[src/rtl/instr_loader.sv]
// instr_loader: receives a serial program image and writes it into instruction
// memory while holding the CPU in reset.
// Byte stream: word count N (0 means 256), then N words sent high byte first.
// Optional feature macro INSTR_LOADER_CHECKSUM_EN: after the words, one more
// byte must equal the XOR of all word bytes. A match ends in DONE, anything
// else ends in ERR.
module instr_loader #(
  parameter logic [7:0] BASE_ADDR = 8'h00
) (
  input  logic        Clk,
  input  logic        Reset,
  input  logic        Start,
  input  logic [7:0]  Byte_In,
  input  logic        Byte_Valid,
  output logic        Byte_Ready,
  output logic        IM_Wr,
  output logic [7:0]  IM_Addr,
  output logic [15:0] IM_Data,
  output logic        CPU_Reset,
  output logic        Done,
  output logic        Error,
  output logic [2:0]  State
);

  typedef enum logic [2:0] {
    S_IDLE  = 3'd0,
    S_LEN   = 3'd1,
    S_HI    = 3'd2,
    S_LO    = 3'd3,
    S_WRITE = 3'd4,
    S_CSUM  = 3'd5,
    S_DONE  = 3'd6,
    S_ERR   = 3'd7
  } state_t;

  state_t      state_q, state_d;
  logic [7:0]  addr_q, addr_d;
  logic [15:0] data_q, data_d;
  // The count is 9 bits wide because a count byte of 0 stands for 256 words.
  logic [8:0]  cnt_q, cnt_d;
  logic        accept;
`ifdef INSTR_LOADER_CHECKSUM_EN
  logic [7:0]  csum_q, csum_d;
`endif

  // Status outputs decode directly from the current state.
  assign Byte_Ready = (state_q == S_LEN) || (state_q == S_HI) ||
                      (state_q == S_LO)  || (state_q == S_CSUM);
  assign accept     = Byte_Valid & Byte_Ready;
  assign IM_Wr      = (state_q == S_WRITE);
  assign IM_Addr    = addr_q;
  assign IM_Data    = data_q;
  assign CPU_Reset  = (state_q != S_DONE);
  assign Done       = (state_q == S_DONE);
`ifdef INSTR_LOADER_CHECKSUM_EN
  assign Error      = (state_q == S_ERR);
`else
  assign Error      = 1'b0;
`endif
  assign State      = state_q;

  // Next-state logic, plus updates to the address, data, count and checksum.
  always_comb begin
    state_d = state_q;
    addr_d  = addr_q;
    data_d  = data_q;
    cnt_d   = cnt_q;
`ifdef INSTR_LOADER_CHECKSUM_EN
    csum_d  = csum_q;
`endif
    case (state_q)
      S_IDLE, S_DONE, S_ERR: begin
        if (Start) begin
          state_d = S_LEN;
          addr_d  = BASE_ADDR;
`ifdef INSTR_LOADER_CHECKSUM_EN
          csum_d  = 8'h00;
`endif
        end
      end
      S_LEN: begin
        if (accept) begin
          cnt_d   = (Byte_In == 8'h00) ? 9'd256 : {1'b0, Byte_In};
          state_d = S_HI;
        end
      end
      S_HI: begin
        if (accept) begin
          data_d[15:8] = Byte_In;
`ifdef INSTR_LOADER_CHECKSUM_EN
          csum_d       = csum_q ^ Byte_In;
`endif
          state_d      = S_LO;
        end
      end
      S_LO: begin
        if (accept) begin
          data_d[7:0] = Byte_In;
`ifdef INSTR_LOADER_CHECKSUM_EN
          csum_d      = csum_q ^ Byte_In;
`endif
          state_d     = S_WRITE;
        end
      end
      S_WRITE: begin
        // Memory samples IM_Addr/IM_Data during this cycle; advance afterwards.
        addr_d = addr_q + 8'd1;
        cnt_d  = cnt_q - 9'd1;
        if (cnt_q > 9'd1) begin
          state_d = S_HI;
        end else begin
`ifdef INSTR_LOADER_CHECKSUM_EN
          state_d = S_CSUM;
`else
          state_d = S_DONE;
`endif
        end
      end
`ifdef INSTR_LOADER_CHECKSUM_EN
      S_CSUM: begin
        if (accept) begin
          state_d = (Byte_In == csum_q) ? S_DONE : S_ERR;
        end
      end
`endif
      default: state_d = S_IDLE;
    endcase
  end

  // State and datapath registers. Reset wins over every other input.
  always_ff @(posedge Clk) begin
    if (Reset) begin
      state_q <= S_IDLE;
      addr_q  <= BASE_ADDR;
      data_q  <= 16'h0000;
      cnt_q   <= 9'd0;
`ifdef INSTR_LOADER_CHECKSUM_EN
      csum_q  <= 8'h00;
`endif
    end else begin
      state_q <= state_d;
      addr_q  <= addr_d;
      data_q  <= data_d;
      cnt_q   <= cnt_d;
`ifdef INSTR_LOADER_CHECKSUM_EN
      csum_q  <= csum_d;
`endif
    end
  end

endmodule
[config.mk]
export PLATFORM = sky130hd
export DESIGN_NAME = instr_loader
export DESIGN_NICKNAME = d
export VERILOG_FILES = /design/src/rtl/instr_loader.sv
export SDC_FILE = /design/constraint.sdc
export NUM_CORES = 1
export LEC_CHECK = 0
export ABC_CLOCK_PERIOD_IN_PS = 3600
export BUFFER_PORTS_ARGS = -buffer_cell sky130_fd_sc_hd__clkbuf_2
export CORE_MARGIN = 1.5
export CORE_UTILIZATION = 56
export CTS_CLUSTER_SIZE = 20
export DETAILED_ROUTE_END_ITERATION = 12
export HOLD_SLACK_MARGIN = 0.15
export PLACE_DENSITY = 0.84
export SYNTH_ARGS = -nofsm -noshare
export SYNTH_HDL_FRONTEND = slang
export SYNTH_SLANG_ARGS = --single-unit
export TNS_END_PERCENT = 20
[constraint.sdc]
create_clock -name Clk -period 3.6 [get_ports Clk]
set_input_delay 0.36 -clock Clk [delete_from_list [all_inputs] [get_ports Clk]]
set_output_delay 0.36 -clock Clk [all_outputs]
set_load 0.01 [all_outputs]
Word level (Yosys, flattened, before mapping)
Index checks and enable logic that the tools add are counted.
{"block": "totals", "reg_bits": 36, "latchBits": 0, "ram_bits": 0, "rom_bits": 0, "input_bits": 12, "out_inout_bits": 32, "word_cells": 45, "mem_count": 0}
{"block": "op_classes", "n_addsub": 2, "mul": 0, "div": 0, "n_lt_le_gt_ge": 1, "eq_ne": 12, "n_shift": 0, "mux": 11, "bitwise_logic": 1, "reduce_logical": 13}
{"op": "$mux W9", "n": 2}
{"op": "$pmux W9 S2", "n": 1}
{"op": "$pmux W8 S2", "n": 1}
{"op": "$mux W3", "n": 5}
{"op": "$pmux W3 S5", "n": 1}
{"op": "$eq A3 B3 Y1 const B", "n": 4}
{"op": "$gt A9 B1 Y1 const B", "n": 1}
{"op": "$sub A9 B1 Y9 const B", "n": 1}
{"op": "$add A8 B1 Y8 const B", "n": 1}
{"op": "$logic_not A8 Y1", "n": 1}
{"op": "$mux W8", "n": 1}
{"op": "$ne A2 B2 Y1 const B", "n": 4}
{"op": "$reduce_and A2 Y1", "n": 4}
{"op": "$eq A3 B2 Y1 const B", "n": 2}
{"op": "$reduce_and A4 Y1", "n": 1}
{"op": "$reduce_bool A2 Y1", "n": 2}
{"op": "$eq A3 B1 Y1 const B", "n": 1}
{"op": "$logic_not A3 Y1", "n": 1}
{"op": "$logic_or A1 B1 Y1", "n": 3}
{"op": "$ne A3 B3 Y1 const B", "n": 1}
{"op": "$reduce_or A3 Y1", "n": 1}
{"op": "$and A1 B1 Y1", "n": 1}

Logic depth before layout (Yosys ltp)
Gate-level depths: netlist of the first run.
{"block": "depth", "ltp_word": 7, "mapped_depth": 6, "mapped_depth_nobuf": 5}

Least setup slack after synthesis of the first run
OpenSTA, ideal clock, no wires.
{"block": "synth_timing", "path_type": "flip-flop to flip-flop", "startpoint": "reg state_q[2], in the netlist State[2]", "endpoint": "reg addr_q[7], in the netlist IM_Addr[7]", "setup_ns": 0.074, "arrival_time_ns": 1.740, "required_ns": 3.526, "setup_slack_ns": 1.786, "path_stages_with_launch": 5, "n_path_buf": 0, "period_less_slack_ns": 1.814, "path_cell_list": "dfxtp_1 -> or3b_4 -> or3_4 -> or4_1 -> o21ai_0"}
{"block": "synth_between", "elab_chain_len": 4, "elab_cells_between_ends": 9, "classes_between": "eq/ne: 4; mux: 1; reduce/logical: 4"}
{"item": "from (decl)", "line_no": "36", "source": "state_t state_q, state_d;"}
{"item": "from (signal assigned)", "line_no": "141", "source": "state_q <= state_d;"}
{"item": "$eq A3 B3 Y1 / $logic_not A3 Y1 (equally long branches)", "line_no": "71", "source": "case (state_q)"}
{"item": "$reduce_or A3 Y1", "line_no": "71"}
{"item": "$ne A2 B2 Y1 (no source line) / $reduce_bool A2 Y1 (equally long branches)"}
{"item": "$reduce_and A2 Y1 (no source line)"}
{"item": "to (signal assigned)", "line_no": "142", "source": "addr_q <= addr_d;"}
{"item": "to (decl)", "line_no": "37", "source": "logic [7:0] addr_q, addr_d;"}
Several ways; a longest one is shown, not always the timed one.
A chain may end at the register's enable or synchronous reset.

Worst setup path after layout of the first run
{"block": "layout_timing", "startpoint": "reg state_q[2], in the netlist State[2]", "endpoint": "out IM_Wr"}
{"block": "layout_between", "elab_chain_len": 1}
{"item": "$eq A3 B3 Y1", "line_no": "50", "source": "assign IM_Wr = (state_q == S_WRITE);"}
{"item": "to (decl)", "line_no": "16", "source": "output logic IM_Wr,"}
No other way between the ends.

==> metrics.txt, run 1 <==
status complete, but fails checks; failing checks design-rule violations; share of cells above drive strength 1 0.2213; R2R setup slack 1430 ps; slowest cell delay on critical path 590 ps; Die ar. 3390 µm²; syn_nets between 200 and 250; # setup viols final 0; async set-reset flop share out of synthesis 0; grt ovf 0; Hold Path Cell Cnt 3; depth of the CTS H-tree 2; Hold Crit Endpoint IM_Data[10]; via count about 1600; Peak VDD IR 496.9 µV; MaxCap Viol Count 0; HP Class input port to flop; clock root buffer master clkbuf_4; crit path cell chain or3b_4, inv_1, clkbuf_2; Ys Warns 0; final hold viol count 0; largest cells by area after synthesis dfxtp_1 42%, a21oi_1 9.4%, nand2_1 8.6%; Crit Path Max Fanout 15; RR Endpoint IM_Addr[7]; Area Growth Syn to Fin 16.34%; Initial Util 0.6037; DR vias/cell 5.789; static leakage about 0.8 nW; Post-Syn Instances 216; core area 2829 µm²; share of the synthesized area in the top cell type 0.4220; minimum clock period 2318 ps; CTS resizes 0; Clock transition at path regs 120 ps; DR pass1 iterations 9; routed len/inst approximately 13 µm; Initial DRC Count 123; first-pass GRT wire length 5.885 mm; accumulated negative setup slack 0 ps; postcts setup bufs 0; crit path DAT 1960 ps; CTS buffer count 5; All-Layer GR Usage 0.2269; worst r2r src State[2]; Post-synth EDFFs 0; die width ~58 µm; Setup CP Type flop to primary output; synthesized area 1708 µm²; FMAX 431.5 MHz; Hold Startpoint Byte_In[2]; Max-slew headroom 0.5049; floorplan row count 19; nets@finish 267; Synth Register Bits 36; clk sinks 36; Power Dens Cells roughly 690 nW/µm²; number of port buffers 42; I/O pin count 44; Setup Skew 13.78 ps; Routed Antenna Nets 0; clk buf depth 2; Total Power 1.364 mW; syn avg cell area 7.907 µm²; antenna cells 0; drc violations 5; R2R cell count 4; RSZ-0062 raised after global routing no; DIE HEIGHT 58.23 µm; gp weighted congestion 0.8108; post-synth top area cell dfxtp_1; largest net degree at the start of global routing 40; vias in the first global route 1309; period utilization 0.6438; Seq/Total Area, Yosys 0.4220; post-DP HPWL between 2 and 3 mm; slowest CP cell dfxtp_1; CTS tree done; Pins Over Slew Limit 0; CP required ~3200 ps; Post-Route WL 3.714 mm; worst-margin pin slew between 700 and 800 ps; CP endpoint kind primary output; latest clock arrival within the worst-skew pair 340 ps; Synth cell types 49; Top FF cell, synth dfxtp_1; hold bufs inserted after CTS 0; CP Launch Type flop; initial antenna violation count 0
## flip-flops by register name (all words and copies together) (netlist names)
| name | flops |
|---|---|
| IM_Data | 16 |
| cnt_q | 9 |
| State | 3 |
| IM_Addr | 8 |
## how the worst max path moves through the flow
stage | from | to | slack (ps) | cells past startpoint
after floorplan | State[2] | IM_Addr[7] | 1790 | 4
after global placement | State[2] | IM_Addr[7] | 1520 | 4
after detailed placement | State[2] | cnt_q[4] | 1460 | 5
after CTS | State[2] | IM_Wr | 1280 | 3
after global routing | State[2] | IM_Wr | 1160 | 3
final | State[2] | IM_Wr | 1280 | 3
## layout make-up
| cell class | instances | area, µm² |
|---|---|---|
| sequential | 36 | 720.7 |
| clock buffer | 5 | 37.54 |
| fill | 248 | 842.1 |
| clock inverter | 3 | 42.54 |
| tap | 31 | 38.79 |
| timing repair buffer | 43 | 217.7 |
| inverter | 5 | 18.77 |
| multi-input combinational | 161 | 910.9 |
## cell usage in the layout (no fill, tap or decap), drive strengths merged, types with 2 or more instances in the layout
master and count:
a211oi 2, a21oi 32, a22oi 3, a2bb2oi 3, a31oi 2, and3 2, clkbuf 47, dfxtp 36
ha 3, inv 5, mux2i 2, nand2 39, nand2b 2, nand3 8, nand3b 2, nand4b 3
nor2 17, nor2b 2, nor3 4, nor4 2, o21ai 6, o31ai 3, or3 2, or4 2
## power breakdown
| group | internal (mW) | switching [mW] |
|---|---|---|
| logic | 0.219 | 0.289 |
| clock network | 0.145 | 0.137 |
| registers | 0.468 | 0.105 |
## stage by stage
stage	instance area (µm²)	hold slack, ps	worst slack [ps]	std cells	util
global placement	1907	440.8	1519	276	0.6740
finish	1987	269.4	1282	284	0.7023
global route	1987	256.0	1161	284	0.7023
detailed placement	1907	446.5	1458	276	0.6740
floorplan	1708	463.3	1786	216	-
CTS	1987	259.9	1279	284	0.7023
## per-layer routing
layer / routed length (µm) / vias to the layer above / global-route usage
met3: 199 / 4 / 0.06696
met2: 1744 / 51 / 0.3490
met1: 1735 / 741 / 0.3081
li1: - / 848 / -
met4: 34 / 0 / 0.06977
met5: 0 / - / 0
## worst max-delay path: cells and delay by family, from the launching register on
kind	cells	cell delay, ps
simple gates	1	530
buf+inv	2	500
flops	1	590
## kinds of logic (layout without fill, tap and decap cells)
group / count (synthesis) / count (layout) / synth area share
other: 1 / 1 / 0.002196
flip-flops: 36 / 36 / 0.4220
multiplexers: 2 / 2 / 0.01172
adder cells (fa/ha/maj): 3 / 3 / 0.02198
AND/OR/NAND/NOR: 92 / 92 / 0.2689
buffers and inverters: 19 / 56 / 0.04469
XOR/XNOR: 1 / 1 / 0.005129
AO/OA/AOI/OAI: 62 / 62 / 0.2235
## Yosys cell counts (2+ instances only)
master,n
a211oi_1,2
a21oi_1,32
a22oi_1,3
a2bb2oi_1,3
a31oi_1,2
and3_1,2
clkbuf_1,11
dfxtp_1,36
ha_1,3
inv_1,5
mux2i_1,2
nand2_1,39
nand2b_1,2
nand3_1,8
nand3b_1,2
nand4b_1,3
nor2_1,17
nor2b_1,2
nor3_1,3
nor4_1,2
o21ai_0,6
o31ai_1,3
or4_1,2
No activity file was read; power rests on OpenSTA's default activity.
==> inputs of run 2 (changes only) <==
ABC_CLOCK_PERIOD_IN_PS = 2400   (was 3600)
CORE_UTILIZATION = 52   (was 56)
PLACE_DENSITY = 0.79   (was 0.84)
clock period = 2.4 ns   (was 3.6 ns; I/O delays follow)
==> metrics.txt, run 2 (synthesis results as in run 1) <==
All-Layer GR Usage 0.2199 (-0.006953); hold slack 175.2 ps (-94.27 ps); minimum clock period 1873 ps; DR vias/cell 5.628 (-2.8%); Post-Route WL 3.851 mm (+3.7%); R2R setup slack 540 ps (-890 ps); Total Power 2.065 mW (+51%); RSZ-0062 raised after global routing no; post-DP HPWL 2.772 mm (+5.8%); CP Launch Type flop; Placed Instances 293 (+6.2%); CTS resizes 0 (unchanged); static leakage 0.8324 nW (+2.7%); core area 3078 µm² (+8.8%); Area Growth Syn to Fin 18.83%; R2R cell count 5 (+1); worst r2r src State[0]; Peak VDD IR 719.0 µV (+45%); vias in the first global route 1380 (+5.4%); nets@finish 271 (+1.5%); clk sinks 36 (unchanged); Seq. cell area 720.7 µm² (unchanged); Crit Path Max Fanout 14 (-1); routed len/inst 12.79 µm (-2.2%); fillers 291 (+17%); Initial DRC Count 115 (-6.5%); grt ovf 0 (unchanged); CP required 2160 ps (-1080 ps); CP endpoint kind primary output; share of cells above drive strength 1 0.2296 (+0.008228); initial antenna violation count 0 (unchanged); postcts setup bufs 0 (unchanged); status finished, final reports clean; period utilization 0.7803; Setup Skew 6.332 ps (-7.452 ps); die width 60.31 µm (+3.6%); floorplan row count 20 (+1); Initial Util 0.5549 (-0.04884); # setup viols final 0 (unchanged); fin util 0.6594 (-0.04299); RR Endpoint cnt_q[8]; largest net degree at the start of global routing 26 (-35%); clock root buffer master clkbuf_4; I/O pin count 44 (unchanged); gp weighted congestion 0.8299 (+2.4%); Clock transition at path regs 100 ps (-20 ps); HP Class input port to flop; via count 1694 (+3.0%); drc violations 0 (-5); CTS buffer count 5 (unchanged); clk buf depth 2 (unchanged); DIE HEIGHT 60.31 µm (+3.6%); Largest register FFs 16 (unchanged); post-route insts no fill 301 (+6.0%); latest clock arrival within the worst-skew pair 310 ps (-30 ps); Power Dens Cells 1018 nW/µm² (+48%); most common cell after layout, fill and taps aside clkbuf_2; Die ar. 3637 µm² (+7.3%); Setup CP Type flop to primary output; most frequent cells in the layout 42 x clkbuf_2, 39 x nand2_1, 36 x dfxtp_1; crit path DAT 1630 ps (-330 ps); depth of the CTS H-tree 2 (unchanged); Hold Crit Endpoint IM_Data[11]; antenna cells 0 (unchanged); DR pass1 iterations 4 (-5); Pins Over Slew Limit 0 (unchanged); Hold Path Cell Cnt 3 (unchanged); CTS tree done; first-pass GRT wire length 6.147 mm (+4.5%); number of port buffers 42 (unchanged); FMAX about 530 MHz; Routed Antenna Nets 0 (unchanged); accumulated negative setup slack 0 ps (unchanged); MaxCap Viol Count 0 (unchanged); final hold viol count 0 (unchanged); hold bufs inserted after CTS 0 (unchanged); area of the multi-input gates 910.9 µm² (unchanged); Hold Startpoint Byte_In[3]
run 2: cell count changes in the layout (fill, tap and decap cells not counted), sizes merged:
cell / delta
buf: +4
clkbuf: +1
clkinvlp: -1
run 2: worst max-delay path: stages, from the launching register on:
cell      delay, ps
dfxtp_1         330
or3b_4          480
inv_1           310
clkbuf_2        200
run 2: where the power goes:
part	switching (mW)	leakage, nW	internal (mW)
combinational	0.516	0.498	0.358
sequential	0.0880	0.292	0.702
clock	0.182	0.0422	0.218
total	0.786	0.832	1.28
run 2: layout make-up:
type | instances | area share
inverters | 5 | 0.009248
well taps | 44 | 0.02713
repair buffers | 47 | 0.1221
flip-flops and latches | 36 | 0.3551
clock inverters | 2 | 0.01726
clock buffers | 6 | 0.02035
multi-input cells | 161 | 0.4488
run 2: worst max-delay path by stage:
stage,startpoint,to
floorplan,State[2],IM_Addr[7]
global placement,State[0],IM_Addr[7]
detailed placement,State[0],cnt_q[4]
CTS,State[0],IM_Wr
global route,State[0],cnt_q[4]
finish,State[0],IM_Wr
run 2: layer usage:
layer | vias to the layer above | track usage | routed length (µm)
li1 | 856 | - | -
met1 | 792 | 0.3244 | 1868
met2 | 44 | 0.3276 | 1812
met3 | 2 | 0.05411 | 156
met4 | 0 | 0.04444 | 13
met5 | - | 0 | 0
run 2: through the flow:
step	instance area, µm²	setup WS [ps]
floorplan	1708	586.0
global placement	1953	617.9
detailed placement	1953	575.2
CTS	2029	530.3
global route	2029	393.1
finish	2029	527.3
==> inputs of run 3 (changes only) <==
ABC_CLOCK_PERIOD_IN_PS = 1500   (was 2400)
CORE_UTILIZATION = 47   (was 52)
PLACE_DENSITY = 0.75   (was 0.79)
clock period = 1.5 ns   (was 2.4 ns; I/O delays follow)
==> metrics.txt, run 3 (synthesis results as in run 1) <==
status complete, but fails checks; failing checks negative setup slack; largest net degree at the start of global routing 29 (+12%); CTS buffer count 5 (unchanged); share of cells above drive strength 1 0.3576 (+0.1281); R2R setup slack -160 ps (-700 ps); depth of the CTS H-tree 2 (unchanged); R2R cell count 4 (-1); Peak VDD IR 1032 µV (+44%); hold slack 191.0 ps (+15.82 ps); drc violations 0 (unchanged); most common cell after layout, fill and taps aside clkbuf_2; DR vias/cell 5.374 (-4.5%); clk sinks 36 (unchanged); Clock transition at path regs 90 ps (about the same); Largest register FFs 16 (unchanged); fin util 0.7059 (+0.04651); Cell Area, Placed 2140 µm² (+9.5%); FMAX approximately 600 MHz; MaxCap Viol Count 0 (unchanged); Area Growth Syn to Fin 41.17%; Placed Instances 317 (+8.2%); Setup Skew 13.57 ps (+7.237 ps); CP Launch Type flop; number of port buffers 42 (unchanged); routed len/inst 13.17 µm (+2.9%); Hold Path Cell Cnt 2 (-1); RSZ-0062 raised after global routing yes; via count 1795 (+6.0%); final hold viol count 0 (unchanged); initial antenna violation count 0 (unchanged); DR pass1 iterations 4 (unchanged); crit path DAT 1940 ps (+310 ps); clk buf depth 2 (unchanged); antenna cells 0 (unchanged); dpl ws -201.5 ps (-776.7 ps); latest clock arrival within the worst-skew pair 340 ps (+30 ps); first-pass GRT wire length 7.300 mm (+19%); post-route insts no fill 334 (+11%); Post-Route WL 4.399 mm (+14%); core area 3416 µm² (+11%); Pins Over Slew Limit 0 (unchanged); clock root buffer master clkbuf_4; CP required 1780 ps (-380 ps); post-DP HPWL 3.063 mm (+11%); gp weighted congestion 0.8209 (-1.1%); Setup WS post-layout -164.9 ps (-692.3 ps); floorplan row count 21 (+5.0%); I/O pin count 44 (unchanged); DIE HEIGHT 63.28 µm (+4.9%); Die ar. 4004 µm² (+10%); static leakage 1.008 nW (+21%); Routed Antenna Nets 0 (unchanged); # setup viols final 6 (+6); HP Class input port to flop; Initial DRC Count 104 (-9.6%); CTS tree done; accumulated negative setup slack -499.4 ps (-499.4 ps); fillers 292 (+0.34%); Setup CP Type flop to flop; vias in the first global route 1578 (+14%); Power Dens Cells 1574 nW/µm² (+55%); All-Layer GR Usage 0.2320 (+0.01208); Crit Path Max Fanout 2 (-12); Total Power 3.795 mW (+84%); minimum clock period 1665 ps; grt ovf 0 (unchanged); period utilization 1.110; die width 63.28 µm (+4.9%); nets@finish 303 (+12%); Initial Util 0.5000 (-0.05488); CP endpoint kind flop; final instance area 2411 µm² (+19%); most frequent cells in the layout 41 x clkbuf_2, 38 x nand2_1, 33 x dfxtp_1
## run 3: cell types whose count changed in the layout (fill, tap and decap cells not counted), moves of 2 or more
cell / delta
clkbuf_8: +2
or4_1: -2
dfxtp_2: +2
buf_4: +16
dfxtp_1: -3
buf_6: +7
dlygate4sd3_1: +8
or4_4: +2
## run 3: layer usage
metal	wire length (µm)	vias up	GRT usage
li1	-	916	-
met1	2096	834	0.3034
met2	2063	37	0.3750
met3	175	8	0.05536
met4	64	0	0.08152
met5	0	-	0
## run 3: what timing repair did
action,CTS,global route
pin swaps,12,5
hold buffers,8,0
setup buffers,2,0
gates cloned,0,0
endpoints found under the hold margin,18,0
setup endpoints to repair,14,33
resized for setup,16,16
## run 3: area by class of cell
type,instances,area (µm²),area share
flip-flops and latches,36,726.9,0.3015
clock buffers,7,65.06,0.02698
repair buffers,79,556.8,0.2309
well taps,46,57.56,0.02387
inverters,5,21.27,0.008822
multi-input cells,161,983.4,0.4079
## run 3: path summary, 6_finish.rpt
| kind | startpoint | to |
|---|---|---|
| setup / recovery | State[0] | IM_Addr[7] |
| hold / removal | Reset | IM_Addr[0] |
| setup reg to reg | State[0] | IM_Addr[7] |
| hold reg to reg | IM_Data[10] | IM_Data[10] |
## run 3: power by group
part	leakage (nW)	switching, mW	internal [mW]
Clock	0.0374	0.302	0.266
Sequential	0.293	0.127	1.13
Combinational	0.677	1.02	0.949
## run 3: worst max-delay path, stage by stage (launching register included)
cell and delay (ps):
dfxtp_2 330, or3b_4 400, or3_4 380, or4_4 430, o21ai_2 60
